[src/rtl/mem_pkg.sv]
// Shared widths, ld_op bit indices and bus field offsets for the MEM stage.
package mem_pkg;
  localparam int PASS_W = 186;
  localparam int E2M_W  = PASS_W + 45;
  localparam int M2W_W  = PASS_W + 38;
  localparam int M2ID_W = 39;

  // ld_op is one-hot {w,hu,h,bu,b}
  localparam int LD_B  = 0;
  localparam int LD_BU = 1;
  localparam int LD_H  = 2;
  localparam int LD_HU = 3;
  localparam int LD_W  = 4;

  // EXE->MEM bus: {pass, gr_we, dest, mem_req, ld_op, ex_any, alu_result}
  localparam int E_ALU_LSB  = 0;
  localparam int E_EX_ANY   = 32;
  localparam int E_LD_LSB   = 33;
  localparam int E_MEM_REQ  = 38;
  localparam int E_DEST_LSB = 39;
  localparam int E_GR_WE    = 44;
  localparam int E_PASS_LSB = 45;

  // MEM->WB bus: {pass, gr_we, dest, final_result}
  localparam int W_RES_LSB  = 0;
  localparam int W_DEST_LSB = 32;
  localparam int W_GR_WE    = 37;
  localparam int W_PASS_LSB = 38;
endpackage

[src/rtl/mem_load_align.sv]
// Combinational load alignment: shifts the SRAM word by the byte offset, then sign/zero extends.
// Zero latency, no handshake; offsets are assumed legal for the access size.
module mem_load_align
  import mem_pkg::*;
(
  input  logic [31:0] rdata,
  input  logic [1:0]  offset,
  input  logic [4:0]  ld_op,
  output logic [31:0] result
);

  logic [31:0] shifted;

  always_comb begin
    shifted = rdata >> {offset, 3'b000};
    result  = shifted;
    if (ld_op[LD_W]) begin
      result = rdata;
    end else if (ld_op[LD_H]) begin
      result = {{16{shifted[15]}}, shifted[15:0]};
    end else if (ld_op[LD_HU]) begin
      result = {16'h0000, shifted[15:0]};
    end else if (ld_op[LD_B]) begin
      result = {{24{shifted[7]}}, shifted[7:0]};
    end else if (ld_op[LD_BU]) begin
      result = {24'h000000, shifted[7:0]};
    end
  end

endmodule

[src/rtl/mem_stage.sv]
// MEM pipeline stage: holds one instruction until its data-SRAM response, 1 cycle for non-memory ops.
// Stalls EXE via MEM_allowin when waiting or when WB backpressures; responses of flushed requests are dropped.
module mem_stage #(
  parameter int PASS_W = 186
) (
  input  logic              clk,
  input  logic              reset,
  input  logic              EXE_to_MEM_valid,
  input  logic [PASS_W+44:0] EXE_to_MEM_bus,
  input  logic              EXE_req_accepted,
  output logic              MEM_allowin,
  input  logic              WB_allowin,
  output logic              MEM_to_WB_valid,
  output logic [PASS_W+37:0] MEM_to_WB_bus,
  input  logic              data_sram_data_ok,
  input  logic [31:0]       data_sram_rdata,
  input  logic              exec_flush,
  output logic [38:0]       MEM_to_ID_bus,
  output logic              out_MEM_valid
);
  import mem_pkg::*;

  logic               mem_valid_q, mem_valid_d;
  logic [PASS_W+44:0] bus_q, bus_d;
  logic               data_got_q, data_got_d;
  logic [31:0]        rdata_buf_q, rdata_buf_d;
  logic [1:0]         cancel_cnt_q, cancel_cnt_d;

  logic [31:0]        alu_result;
  logic               ex_any, mem_req, gr_we, is_load;
  logic [4:0]         ld_op, dest;
  logic [PASS_W-1:0]  pass;
  logic               resp_ok, ready_go;
  logic [31:0]        align_in, load_result, final_result;
  logic               fwd_we, fwd_wait;
  logic               cnt_dec;
  logic [1:0]         cnt_inc;
  logic [2:0]         cnt_sum;

  assign alu_result = bus_q[E_ALU_LSB +: 32];
  assign ex_any     = bus_q[E_EX_ANY];
  assign ld_op      = bus_q[E_LD_LSB +: 5];
  assign mem_req    = bus_q[E_MEM_REQ];
  assign dest       = bus_q[E_DEST_LSB +: 5];
  assign gr_we      = bus_q[E_GR_WE];
  assign pass       = bus_q[E_PASS_LSB +: PASS_W];
  assign is_load    = |ld_op;

  // A response only belongs to the current instruction once all cancelled ones have drained.
  assign resp_ok  = data_sram_data_ok & (cancel_cnt_q == 2'd0);
  assign ready_go = !mem_req | data_got_q | resp_ok;

  assign MEM_allowin     = !mem_valid_q | (ready_go & WB_allowin);
  assign MEM_to_WB_valid = mem_valid_q & ready_go & !exec_flush;
  assign out_MEM_valid   = mem_valid_q;

  assign align_in = data_got_q ? rdata_buf_q : data_sram_rdata;

  mem_load_align u_align (
    .rdata  (align_in),
    .offset (alu_result[1:0]),
    .ld_op  (ld_op),
    .result (load_result)
  );

  assign final_result = is_load ? load_result : alu_result;
  assign fwd_we       = mem_valid_q & gr_we;
  assign fwd_wait     = fwd_we & is_load & !(data_got_q | resp_ok);

  assign MEM_to_WB_bus = {pass, gr_we, dest, final_result};
  assign MEM_to_ID_bus = {fwd_we, fwd_wait, dest, final_result};

  always_comb begin
    mem_valid_d = mem_valid_q;
    if (exec_flush) begin
      mem_valid_d = 1'b0;
    end else if (MEM_allowin) begin
      mem_valid_d = EXE_to_MEM_valid;
    end

    bus_d = bus_q;
    if (MEM_allowin && EXE_to_MEM_valid) begin
      bus_d = EXE_to_MEM_bus;
    end

    data_got_d  = data_got_q;
    rdata_buf_d = rdata_buf_q;
    if (exec_flush || (mem_valid_q && ready_go && WB_allowin)) begin
      data_got_d = 1'b0;
    end else if (mem_valid_q && mem_req && resp_ok && !data_got_q) begin
      data_got_d  = 1'b1;
      rdata_buf_d = data_sram_rdata;
    end
  end

  // Decrement for a dropped response is applied before the flush increment.
  always_comb begin
    cnt_dec = data_sram_data_ok & (cancel_cnt_q != 2'd0);
    cnt_inc = 2'd0;
    if (exec_flush) begin
      cnt_inc = {1'b0, mem_valid_q & mem_req & !data_got_q & !resp_ok} + {1'b0, EXE_req_accepted};
    end
    cnt_sum      = {1'b0, cancel_cnt_q} - {2'b00, cnt_dec} + {1'b0, cnt_inc};
    cancel_cnt_d = (cnt_sum > 3'd3) ? 2'd3 : cnt_sum[1:0];
  end

  always_ff @(posedge clk) begin
    if (reset) begin
      mem_valid_q  <= 1'b0;
      bus_q        <= '0;
      data_got_q   <= 1'b0;
      rdata_buf_q  <= 32'h0;
      cancel_cnt_q <= 2'd0;
    end else begin
      mem_valid_q  <= mem_valid_d;
      bus_q        <= bus_d;
      data_got_q   <= data_got_d;
      rdata_buf_q  <= rdata_buf_d;
      cancel_cnt_q <= cancel_cnt_d;
    end
  end

  a_cancel_no_overflow: assert property (@(posedge clk) disable iff (reset) cnt_sum <= 3'd3);
  a_ex_has_no_mem_req:  assert property (@(posedge clk) disable iff (reset) !(mem_valid_q && ex_any && mem_req));

endmodule

[config.mk]
export PLATFORM = sky130hd
export DESIGN_NAME = mem_stage
export DESIGN_NICKNAME = d
export VERILOG_FILES = /design/src/rtl/mem_pkg.sv /design/src/rtl/mem_load_align.sv /design/src/rtl/mem_stage.sv
export SDC_FILE = /design/constraint.sdc
export NUM_CORES = 1
export LEC_CHECK = 0
export BUFFER_PORTS_ARGS = -buffer_cell sky130_fd_sc_hd__buf_2
export CAP_MARGIN = 25
export CORE_AREA = 4 4 206 208
export DETAILED_ROUTE_END_ITERATION = 12
export DIE_AREA = 0 0 210 212
export PLACE_DENSITY = 0.6
export SYNTH_ARGS = -nofsm -noshare
export SYNTH_HDL_FRONTEND = slang
export SYNTH_SLANG_ARGS = --single-unit
[constraint.sdc]
create_clock -name clk -period 7.5 [get_ports clk]
set_input_delay 1.5 -clock clk [delete_from_list [all_inputs] [get_ports clk]]
set_output_delay 1.5 -clock clk [all_outputs]
set_load 0.005 [all_outputs]
After elaboration in Yosys (flattened, before gate mapping)
Index checks and enable logic that the tools add are counted.
{ "word_totals": {"register_bits": 267, "elab_cells": 54} }
{ "op_classes": {"addsub": 3, "magnitude_cmp": 1, "shifts": 1, "muxes": 9, "bitwise": 16, "reduce_logical": 19} }
{ "ops": {"columns": ["op", "count"], "rows": [
  ["$mux 32", 7],
  ["$shr 32x5->32", 1],
  ["$and 1x1->1", 11],
  ["$logic_and 1x1->1", 6],
  ["$logic_not 1->1", 6],
  ["$reduce_or 5->1", 1],
  ["$mux 2", 2],
  ["$or 1x1->1", 4],
  ["$reduce_or 2->1", 2],
  ["$add 3x2->3", 1],
  ["$gt 3x2->1 const B", 1],
  ["$sub 2x1->3", 1],
  ["$add 1x1->2", 1],
  ["$logic_not 2->1", 1],
  ["$reduce_and 2->1", 1],
  ["$reduce_bool 2->1", 1],
  ["$logic_or 1x1->1", 1],
  ["$not 1->1", 1]
]} }

Depth between registers and ports, before layout
Gate-level depths: netlist of run 1.
{ "depth": {"ltp_word": 9, "mapped_depth": 14} }

By module
From an unflattened synthesis of run 1, not the netlist that was laid out.
{ "unflattened": {"hier_cells": 1636, "area_unflattened_um2": 15564.9} }
{ "by_module_without_submodules": {"columns": ["module", "n_inst", "cells_per_inst", "area_each_um2", "seq_area_each_um2"], "rows": [
  ["mem_stage", 1, 1481, 14596.5, 5325.1],
  ["mem_load_align", 1, 155, 968.4, 0.0]
]} }

Worst setup path after synthesis of run 1
No wires, ideal clock.
{ "synth_path": {"path_type": "in2out", "startpoint": "input port data_sram_rdata[7]", "endpoint": "output port MEM_to_WB_bus[24]", "arrival_time_ns": 2.872, "setup_slack_ns": 3.128, "stages": 6, "cell_sequence": "mux2_2 > o211a_4 > a311oi_4 > buf_6 > a221oi_2 > buf_4"} }
{ "synth_between": {"elab_chain_cells": 7} }
{ "synth_rtl": {"columns": ["item", "line", "rtl"], "rows": [
  ["start: declaration", "mem_stage.sv:16", "input logic [31:0] data_sram_rdata,"],
  ["$mux 32 (*)", "mem_stage.sv:57", "assign align_in = data_got_q ? rdata_buf_q : data_sram_rdata;"],
  ["$shr 32x5->32 (*)", "mem_load_align.sv:15", "shifted = rdata >> {offset, 3'b000};"],
  ["$mux 32", "mem_load_align.sv:23", "end else if (ld_op[LD_B]) begin"],
  ["$mux 32", "mem_load_align.sv:21", "end else if (ld_op[LD_HU]) begin"],
  ["$mux 32 (*)", "mem_load_align.sv:19", "end else if (ld_op[LD_H]) begin"],
  ["$mux 32 (*)", "mem_load_align.sv:17", "if (ld_op[LD_W]) begin"],
  ["$mux 32 (*)", "mem_stage.sv:66", "assign final_result = is_load ? load_result : alu_result;"],
  ["end: declaration", "mem_stage.sv:14", "output logic [PASS_W+37:0] MEM_to_WB_bus,"]
]} }
Every way passes the cells marked *; elsewhere a longest branch is shown, timed or not.

Final worst setup path of run 1
{ "layout_path": {"startpoint": "register bus_q[0]", "endpoint": "output port MEM_to_ID_bus[20]"} }
{ "layout_between": {"elab_chain_cells": 7} }
{ "layout_rtl": {"columns": ["item", "line", "rtl"], "rows": [
  ["start: declaration", "mem_stage.sv:24", "logic [PASS_W+44:0] bus_q, bus_d;"],
  ["start signal: assignment", "mem_stage.sv:116", "bus_q <= bus_d;"],
  ["$shr 32x5->32 (*)", "mem_load_align.sv:15", null],
  ["$mux 32", "mem_load_align.sv:25", "end else if (ld_op[LD_BU]) begin"],
  ["$mux 32", "mem_load_align.sv:23", null],
  ["$mux 32", "mem_load_align.sv:21", null],
  ["$mux 32 (*)", "mem_load_align.sv:19", null],
  ["$mux 32 (*)", "mem_load_align.sv:17", null],
  ["$mux 32 (*)", "mem_stage.sv:66", null],
  ["end: declaration", "mem_stage.sv:18", "output logic [38:0] MEM_to_ID_bus,"]
]} }
Marked as above.

==> results of run 1 <==
==> worst min-delay path: stages, from the launching register on <==
cell and delay [ns]:
dfxtp_1 0.30, nand2_1 0.05, a21oi_1 0.05
==> per-layer routing <==
metal,part of all wire [%],routed length (µm)
met3,7.6,3250
met4,3.7,1570
met5,0.22,94
met1,39,16800
met2,49,21000
==> worst min path at each step <==
stage	startpoint	end	cells after the start
floorplan	rdata_buf_q[14]$_SDFFE_PP0P_	rdata_buf_q[14]$_SDFFE_PP0P_	2
global placement	rdata_buf_q[4]$_SDFFE_PP0P_	rdata_buf_q[4]$_SDFFE_PP0P_	2
detailed placement	rdata_buf_q[2]$_SDFFE_PP0P_	rdata_buf_q[2]$_SDFFE_PP0P_	2
CTS	rdata_buf_q[2]$_SDFFE_PP0P_	rdata_buf_q[2]$_SDFFE_PP0P_	2
global route	rdata_buf_q[1]$_SDFFE_PP0P_	rdata_buf_q[1]$_SDFFE_PP0P_	2
finish	rdata_buf_q[5]$_SDFFE_PP0P_	rdata_buf_q[5]$_SDFFE_PP0P_	2
==> through the flow <==
step | util [%] | hold WS, ns
after floorplan | - | 0.433
after global placement | 39.6 | 0.439
after detailed placement | 39.7 | 0.448
after CTS | 42.6 | 0.455
after global routing | 42.6 | 0.472
final | 42.6 | 0.457
==> cell families after synthesis <==
family | synth area share [%]
adders and majority gates | 0.470
AOI/OAI and AO/OA | 5.52
xor gates and xnor gates | 0.0588
muxes | 18.9
DFF | 35.7
buffers and inverters | 15.4
and+or+nand+nor | 23.9
==> registers in the layout (all words and copies together) (netlist names) <==
register,cells
cancel_cnt_q,2
out_MEM_valid,1
bus_q,230
rdata_buf_q,32
data_got_q,1
==> cell usage after synthesis, types with 4 or more instances <==
cell type / instances / share of area, %
inv_1: 6 / 0.15
nor2b_1: 4 / 0.17
nand2_1: 80 / 2.0
nor2_1: 16 / 0.40
mux4_2: 6 / 0.91
o21ba_2: 6 / 0.40
dfxtp_1: 266 / 36
mux2i_1: 257 / 17
nand2b_1: 463 / 19
a221oi_1: 7 / 0.41
buf_6: 4 / 0.30
mux2_2: 7 / 0.53
clkbuf_1: 74 / 1.9
a221oi_2: 10 / 1.0
o311a_1: 4 / 0.27
or3_1: 9 / 0.38
ha_1: 4 / 0.34
nor3_1: 23 / 0.77
buf_4: 252 / 13
o22ai_1: 6 / 0.25
o21ai_0: 14 / 0.47
a21oi_1: 48 / 1.6
buf_2: 12 / 0.40
==> layout make-up <==
class,instances,share of cell area [%]
flip-flops and latches,266,30.8
clock buffers,52,5.90
inverters,6,0.130
multi-input cells,996,42.1
repair buffers,544,16.2
diodes,3,0.0434
clock inverters,9,0.926
well taps,532,3.85
==> power groups by stage <==
| stage | Combinational [mW] | Clock, mW | Sequential (mW) |
|---|---|---|---|
| 5_1_grt | 0.750 | 1.83 | 1.57 |
| 4_1_cts | 0.689 | 1.78 | 1.56 |
| 3_5_place_dp | 0.687 | 0 | 1.59 |
| 2_1_floorplan | 0.529 | 0 | 1.57 |
| 3_3_place_gp | 0.676 | 0 | 1.59 |
| 6_report | 0.685 | 1.73 | 1.56 |
==> run metrics, run 1 <==
outcome complete, no violations; CTS Root Cell clkbuf_16; share of post-route cells with drive strength above 1 33.8%; fin area around 17,000 µm²; setup bufs post-CTS 0; gp weighted congestion 0.880; worst skew pair latency approximately 0.53 ns; Max Freq roughly 0.19 GHz; CP bufs+invs 1; Core ar. 40,600 µm²; final hold vios 0; cts bufs inserted 35; area of the multi-input gates 7280 µm²; pre-CTS setup slack 2.21 ns; first-pass GRT wire length roughly 63 mm; syn avg cell area ~9 µm²; min cycle time layout a little over 5 ns; relative slew slack 29.6%; fin crit share 69.0%; Clk pwr share a little over two fifths; Sw Pwr 1.05 mW; most common cell after layout, fill and taps aside buf_2; I/O Pins ~540; DRC violations left 0; unrepaired setup endpoints after global routing no; Max Cap Violations 0; die width approximately 210 µm; number of flops mapped to enable cells by yosys 0; Reg clk slew, reported paths roughly 0.060 ns; hold_buf cts 0; leading register cell type out of synthesis dfxtp_1; sequential fraction of the synthesis area 35.7%; starting DRC count in detailed routing 625; largest net degree at the start of global routing 269; Fill cells 4,069; grt total ovfl 0; Worst Setup Start Kind register; post-cts resize count 0; antenna violations before repair 14; Worst path max stage delay 0.96 ns; IO Port Bufs 534; CTS tree yes; library cells used by synthesis between 50 and 60; gr usage total between 15 and 20%; last element of the critical path MEM_to_ID_bus[20]; crit path kind reg2out; Peak supply drop about 150 µV; initial core utilization 36.7%; Ys Warns 0; die height 212 µm; fin worst setup slack between 2 and 2.5 ns; routed wire length about 43 mm; post-DP HPWL approximately 32 mm; num rows 74; combinational cell fraction of total power ~17%; Reg power frac around 39%; final net count 2,124; die area between 40,000 and 50,000 µm²; GRT busiest layer met2; slowest stage cell, crit path dfxtp_1; skew final between 0.015 and 0.02 ns; Vias/cell about 4.7; final antenna-violating net count 0; Tot Pwr slightly below 4 mW; clk sinks 266; CP delay by family, top simple AND/OR/NAND/NOR gates; Worst-Margin Slew 1.06 ns; r2r setup slk just under 4 ns; met2 usage around 31%; Post-Synthesis Net Count around 1,900; worst min-delay path category reg2reg; worst path cell trace nand2b_1 > or3_1 > o311a_2 > a221oi_1 > buf_2; flops & latches, synth ~270; CTS H-tree lvls 2; clk buf depth 3; vias in the first global route approximately 11,000; Register Area approximately 5300 µm²; internal power between 2 and 3 mW; Slew Limit Fails 0; DP Area roughly 16,000 µm²; Mapped Cells between 1,500 and 2,000; commonest non-fill, non-tap cells in the layout buf_2 (533), nand2b_1 (463), dfxtp_1 (264); worst path required time 6.00 ns; DR WL/cell ~18 µm; Pwr per Cell Area approximately 230 nW/µm²; Leak around 8.0 nW; M3 GR Usage slightly above 5%; Arrival @ worst endpoint about 3.7 ns; placed cell count approximately 2,300; crit-path max FO 19; Critical R2R Launch data_got_q$_SDFFE_PP0P_; Worst setup startpoint bus_q[0]$_SDFFE_PP0P_; Synth-to-Final Area Change 16.1%; CP Depth 5; R2R Path End bus_q[199]$_SDFFE_PP0P_; total negative slack 0 ns; R2R depth 7; Worst setup EP type output port; First-pass DRT Iterations 5; Sw Share between 20% and 30%; DR vias approximately 11,000; fin cells about 2,400; Post-synth ARST share 0%; # setup viols final 0; met1 usage between 20% and 30%; area of the mapped netlist 14,900 µm²
Power figures use the tool's default switching activity.
==> inputs of run 2 (changes only) <==
==> constraint.sdc (replaced) <==
create_clock -name clk -period 5.2 [get_ports clk]
set_input_delay 1.04 -clock clk [delete_from_list [all_inputs] [get_ports clk]]
set_output_delay 1.04 -clock clk [all_outputs]
set_load 0.005 [all_outputs]
==> run 2 against run 1 <==
Against the previous run:
- total power increased by 38%
- non-clock buffer count increased by 9
- die area unchanged
- utilization unchanged
- worst setup slack got worse by 1.4 ns
- clock-buffer cell count decreased by 1
==> run metrics, run 2 (synthesis gave the netlist of run 1 again) <==
outcome complete, no violations; worst min-delay path endpoint rdata_buf_q[5]$_SDFFE_PP0P_; Worst-Margin Slew 1.13 ns (+0.0755 ns); Critical R2R Launch data_got_q$_SDFFE_PP0P_; vias in the first global route 11,146 (+0.80%); r2r setup slk 2.26 ns (-1.67 ns); CTS Root Cell clkbuf_16; crit path kind reg2out; commonest non-fill, non-tap cells in the layout buf_2 (533), nand2b_1 (463), dfxtp_1 (264); Max Cap Violations 0 (unchanged); largest net degree at the start of global routing 214 (-20%); first-pass GRT wire length 64.1 mm (+0.91%); share of post-route cells with drive strength above 1 34.0% (+0.21 points); post-DP HPWL 32.4 mm (+1.9%); Core ar. 40,600 µm² (unchanged); Worst setup EP type output port; max FFs per register 230 (unchanged); most common cell after layout, fill and taps aside buf_2; clk sinks 266 (unchanged); # setup viols final 0 (unchanged); initial core utilization 36.7% (unchanged); cts bufs inserted 34 (-2.9%); Final Util 42.6% (unchanged); worst min-delay path category reg2reg; unrepaired setup endpoints after global routing no; Tot Pwr 5.50 mW (+38%); Slew Limit Fails 0 (unchanged); die width 210 µm (unchanged); DRC violations left 0 (unchanged); final antenna-violating net count 0 (unchanged); DR vias 11,224 (-0.045%); CTS H-tree lvls 2 (unchanged); worst path cell trace mux2_2 > a2bb2oi_1 > a311oi_4 > buf_4 > a221oi_1 > buf_2; total negative slack 0 ns (unchanged); final hold vios 0 (unchanged); worst hold start rdata_buf_q[5]$_SDFFE_PP0P_; slowest stage cell, crit path dfxtp_1; relative slew slack 23.8% (-5.8 points); I/O Pins 536 (unchanged); grt total ovfl 0 (unchanged); DR WL/cell 17.8 µm (+0.12%); hold path depth 2 (unchanged); Max Freq 0.233 GHz; hold_buf cts 0 (unchanged); skew final 0.0117 ns (-0.00417 ns); post-cts resize count 0 (unchanged); First-pass DRT Iterations 5 (unchanged); gr usage total 18.1% (+0.23 points); crit-path max FO 19 (unchanged); Pwr per Cell Area 318 nW/µm² (+38%); antenna violations before repair 13 (-1); routed wire length 42.9 mm (+0.37%); num rows 74 (unchanged); Peak supply drop 163 µV (+9.9%); R2R Path End cancel_cnt_q[1]$_SDFF_PP0_; Reg clk slew, reported paths 0.06 ns (about the same); fin crit share between 80% and 90%; final net count 2,132 (+0.38%); Synth-to-Final Area Change 16.1% (unchanged); die height 212 µm (unchanged); IO Port Bufs 534 (unchanged); Arrival @ worst endpoint 3.25 ns (-0.42 ns); gp weighted congestion 0.875 (-0.62%); starting DRC count in detailed routing 674 (+7.8%); Worst Setup Start Kind register; min cycle time layout ~4.3 ns; Leak 7.96 nW (about the same); die area 44,500 µm² (unchanged); CTS tree yes; Most flops, register bus_q; worst path required time 4.16 ns (-1.84 ns); Worst path max stage delay 0.95 ns (about the same); clk buf depth 3 (unchanged); biggest regs bus_q x230, rdata_buf_q x32, cancel_cnt_q x2; setup bufs post-CTS 0 (unchanged); Vias/cell 4.65 (-0.29%); R2R depth 13 (+6); worst skew pair latency 0.53 ns (about the same)
## run 2: cell types whose count changed in the layout (fill, tap and decap cells not counted)
cell,change
inv_6,-2
buf_12,+4
buf_4,+6
clkbuf_8,-1
clkinv_2,+2
bufinv_16,-4
clkinvlp_4,+1
clkinv_8,+2
buf_8,-1
clkinv_4,-1
## run 2: critical path: cells and delay by family, from the launching register on
kind	cells	cell delay [ns]
AOI/OAI and AO/OA	3	1.02
buffers and inverters	2	0.44
DFF	1	0.95
muxes	1	0.31
## run 2: worst max path at each step
stage	to	slack (ns)	depth (start not counted)	startpoint
3_3_place_gp	MEM_to_WB_bus[28]	1.40	6	data_sram_rdata[15]
4_1_cts	MEM_to_WB_bus[20]	0.85	6	bus_q[0]$_SDFFE_PP0P_
5_1_grt	MEM_to_WB_bus[20]	0.72	6	bus_q[0]$_SDFFE_PP0P_
2_1_floorplan	MEM_to_WB_bus[24]	1.75	6	data_sram_rdata[7]
6_report	MEM_to_WB_bus[20]	0.91	6	bus_q[0]$_SDFFE_PP0P_
3_5_place_dp	MEM_to_WB_bus[20]	1.37	7	data_sram_rdata[15]
## run 2: layer usage
metal | routed length [µm] | global-route usage [%] | vias to the layer above
li1 | - | - | 5565
met1 | 16900 | 21.1 | 5167
met2 | 21400 | 31.6 | 391
met3 | 3380 | 5.61 | 89
met4 | 1240 | 6.41 | 12
met5 | 77 | 0 | -
## run 2: through the flow
| step | hold WS (ns) | area (µm²) | worst slack (ns) | std cells |
|---|---|---|---|---|
| floorplan | 0.433 | 14900 | 1.75 | 1611 |
| global placement | 0.439 | 16200 | 1.40 | 2351 |
| detailed placement | 0.447 | 16200 | 1.37 | 2352 |
| CTS | 0.455 | 17300 | 0.850 | 2410 |
| global route | 0.480 | 17300 | 0.719 | 2413 |
| finish | 0.454 | 17300 | 0.906 | 2414 |
## run 2: area by class of cell
class	instances	area, µm²
well taps	532	666
repair buffers	553	2920
diodes	3	7.51
fillers	4056	23300
multi-input cells	996	7280
clock buffers	51	1010
flip-flops and latches	266	5330
clock inverters	7	63.8
inverters	6	22.5
## run 2: report_power, final
part | internal, mW | switching, mW | total (mW)
clock network | 1.34 | 0.912 | 2.25
registers | 2.17 | 0.0827 | 2.25
logic | 0.496 | 0.502 | 0.998
==> inputs of run 3 (changes only) <==
--- a/config.mk
+++ b/config.mk
@@ -5,12 +5,13 @@
 export SDC_FILE = /design/constraint.sdc
 export NUM_CORES = 1
 export LEC_CHECK = 0
+export ABC_AREA = 1
 export BUFFER_PORTS_ARGS = -buffer_cell sky130_fd_sc_hd__buf_2
 export CAP_MARGIN = 25
-export CORE_AREA = 4 4 206 208
+export CORE_AREA = 4 4 209 211
 export DETAILED_ROUTE_END_ITERATION = 12
-export DIE_AREA = 0 0 210 212
-export PLACE_DENSITY = 0.6
+export DIE_AREA = 0 0 213 215
+export PLACE_DENSITY = 0.55
 export SYNTH_ARGS = -nofsm -noshare
 export SYNTH_HDL_FRONTEND = slang
 export SYNTH_SLANG_ARGS = --single-unit
==> constraint.sdc (replaced) <==
create_clock -name clk -period 4.4 [get_ports clk]
set_input_delay 0.88 -clock clk [delete_from_list [all_inputs] [get_ports clk]]
set_output_delay 0.88 -clock clk [all_outputs]
set_load 0.005 [all_outputs]
==> run 3 against run 2 <==
Against the previous run:
- clock power is 20% higher
- non-clock buffer count is 2 higher
- global-route usage is 1.2 points higher
- critical path depth is 4 higher
- final cell count is 13% higher
- largest power group is now the clock network
==> run metrics, run 3 <==
post-cts resize count 0 (unchanged); CTS Root Cell clkbuf_16; hold_buf cts 0 (unchanged); R2R depth 8 (-5); area fraction of the dominant cell type after synthesis 39.1% (+3.3 points); first-pass GRT wire length 71.4 mm (+11%); Most flops, register bus_q; Synth-to-Final Area Change 16.3%; DR WL/cell 17.2 µm (-3.3%); Worst-Margin Slew 0.895 ns (-0.236 ns); Synth area leaders dfxtp_1 (39%), buf_4 (13%), nand2_1 (13%), nand3_1 (12%), a21oi_1 (9.6%); Sw Pwr 1.88 mW (+25%); # setup viols final 0 (unchanged); Worst setup EP type output port; num rows 75 (+1.4%); die area 45,800 µm² (+2.9%); area leader, netlist dfxtp_1; Max Freq around 0.25 GHz; starting DRC count in detailed routing 1,020 (+51%); library cells used by synthesis 29 (-44%); max FFs per register 230 (unchanged); min cycle time layout roughly 4 ns; hold path depth 2 (unchanged); skew final 0.0177 ns (+0.00598 ns); outcome complete, no violations; die width 213 µm (+1.4%); most common cell after layout, fill and taps aside buf_2; crit-path max FO 28 (+9); antenna violations before repair 7 (-6); CTS H-tree lvls 2 (unchanged); worst path required time 3.52 ns (-0.64 ns); Vias/cell 4.83 (+3.9%); IO Port Bufs 534 (unchanged); I/O Pins 536 (unchanged); First-pass DRT Iterations 7 (+2); Final Util 37.9% (-4.7 points); unrepaired setup endpoints after global routing no; CP bufs+invs 2 (unchanged); final antenna-violating net count 0 (unchanged); largest net degree at the start of global routing 118 (-45%); wire length on met2 23.3 mm (+8.8%); worst skew pair latency 0.54 ns (about the same); CTS tree yes; post-DP HPWL 33.3 mm (+2.7%); clk buf depth 3 (unchanged); placed cell count 2,666 (+13%); Sw Share 28.9% (+1.7 points); Worst path max stage delay 0.72 ns (-0.23 ns); DR vias 13,175 (+17%); slowest stage cell, crit path dfxtp_1; Max Cap Violations 0 (unchanged); Slew Limit Fails 0 (unchanged); Pwr per Cell Area 410 nW/µm² (+29%); Arrival @ worst endpoint 3.16 ns (-0.09 ns); number of flops mapped to enable cells by yosys 0 (unchanged); Peak supply drop 275 µV (+69%); fin cells 2,726 (+13%); gp weighted congestion 0.950 (+8.5%); met1 WL 18.2 mm (+8.2%); vias in the first global route 12,629 (+13%); leading register cell type out of synthesis dfxtp_1; WL met3 3.60 mm (+6.5%); fin crit share approximately nine tenths; final hold vios 0 (unchanged); CP delay by family, top simple AND/OR/NAND/NOR gates; internal power 4.62 mW (+15%); area of the mapped netlist 13,600 µm² (-8.5%); routed wire length 46.9 mm (+9.2%); total negative slack 0 ns (unchanged); crit path kind reg2out; clk sinks 266 (unchanged); most numerous cell in the Yosys netlist nand2_1; Post-synth top cells nand2_1 (478), nand3_1 (319), dfxtp_1 (266), a21oi_1 (260), buf_4 (243); initial core utilization 32.6% (-4.1 points); setup bufs post-CTS 0 (unchanged); combinational cell fraction of total power 18.0% (about the same); commonest non-fill, non-tap cells in the layout buf_2 (532), nand2_1 (476), nand3_1 (319); Core ar. 41,800 µm² (+3.0%); syn avg cell area 7.00 µm² (-24%); CP Depth 10 (+4); worst min-delay path category reg2reg; Ys Warns 0 (unchanged); biggest regs bus_q x230, rdata_buf_q x32, cancel_cnt_q x2; Leak 7.90 nW (-0.70%); worst path cell trace inv_2 > nand2_1 > nand3_1 > nand3_1 > nand2_1 > nand3_1 > nand3_1 > nand2_1 > nand2_1 > buf_2; Mapped Cells 1,945 (+21%); sequential fraction of the synthesis area 39.1% (+3.3 points); DRC violations left 0 (unchanged); Post-Synthesis Net Count 2,220 (+18%); Reg clk slew, reported paths 0.05 ns (about the same); final net count 2,439 (+14%); die height 215 µm (+1.4%); gr usage total 19.3% (+1.2 points); flops & latches, synth 266 (unchanged); Post-synth ARST share 0% (unchanged); Clk pwr share 41.5% (+0.5 points); grt total ovfl 0 (unchanged); Top Layer Used met5; Worst Setup Start Kind register; cts bufs inserted 34 (unchanged); relative slew slack 40.3% (+17 points); Reg power frac 40.5% (-0.4 points); share of post-route cells with drive strength above 1 28.3% (-5.7 points)
[run 3: cell types whose count changed in the layout (fill, tap and decap cells not counted), sizes merged, moves of 7 or more]
| cell | delta |
|---|---|
| nand2b | -463 |
| nor3 | -22 |
| nand2 | +399 |
| or3 | -9 |
| o21ai | +15 |
| mux4 | -7 |
| mux2i | -257 |
| a21oi | +212 |
| a221oi | -17 |
| nand3 | +321 |
| nand4 | +11 |
| mux2 | -7 |
| inv | +79 |
| nor2 | +86 |
[run 3: worst paths after layout]
path / from / to / slack, ns
max: data_got_q$_SDFFE_PP0P_ / MEM_to_WB_bus[31] / 0.36
max reg2reg: data_got_q$_SDFFE_PP0P_ / bus_q[153]$_SDFFE_PP0P_ / 1.11
min: bus_q[62]$_SDFFE_PP0P_ / bus_q[62]$_SDFFE_PP0P_ / 0.46
min reg2reg: bus_q[62]$_SDFFE_PP0P_ / bus_q[62]$_SDFFE_PP0P_ / 0.46
[run 3: per-layer routing]
metal,up-vias,GRT usage (%)
li1,6527,-
met1,6023,22.9
met2,522,33.8
met3,97,4.68
met4,6,7.30
met5,-,0
[run 3: worst register-to-register path: stages (launching register included)]
cell and delay [ns]:
dfxtp_1 0.72, inv_2 0.43, nand3_2 0.22, nand2_1 0.10, nand2_4 0.12, buf_4 0.46, buf_4 0.66, nand3_1 0.31
a21oi_1 0.20
[run 3: final cells by class]
class,count,area [µm²]
inverter,86,323
clock inverter,11,82.6
clock buffer,47,1000
sequential,266,5330
tap,539,674
timing repair buffer,555,2900
multi-input combinational,1221,5530
fill,4470,25900
antenna,1,2.50
[run 3: kinds of logic (layout without fill, tap and decap cells)]
| family | after synthesis | after routing | share of synthesized area, % |
|---|---|---|---|
| buffers and inverters | 458 | 699 | 20.5 |
| other | 0 | 1 | 0 |
| DFF | 266 | 266 | 39.1 |
| xor gates and xnor gates | 1 | 1 | 0.0643 |
| adders and majority gates | 5 | 5 | 0.514 |
| and+or+nand+nor | 918 | 918 | 28.8 |
| AOI/OAI and AO/OA | 297 | 297 | 11.1 |
[run 3: power by group through the flow]
stage	clock [mW]	sequential [mW]	combinational (mW)
6_report	2.70	2.63	1.17
4_1_cts	2.79	2.63	1.18
2_1_floorplan	0	2.65	0.869
5_1_grt	2.88	2.64	1.31
3_5_place_dp	0	2.68	1.18
3_3_place_gp	0	2.67	1.17
[run 3: per-stage QoR]
step | total power [mW] | worst slack, ns | hold slack [ns] | instance area (µm²)
after floorplan | 3.52 | 1.59 | 0.439 | 13600
after global placement | 3.84 | 1.02 | 0.445 | 14700
after detailed placement | 3.85 | 0.980 | 0.449 | 14700
after CTS | 6.59 | 0.383 | 0.458 | 15800
after global routing | 6.84 | 0.164 | 0.476 | 15800
final | 6.49 | 0.358 | 0.457 | 15800
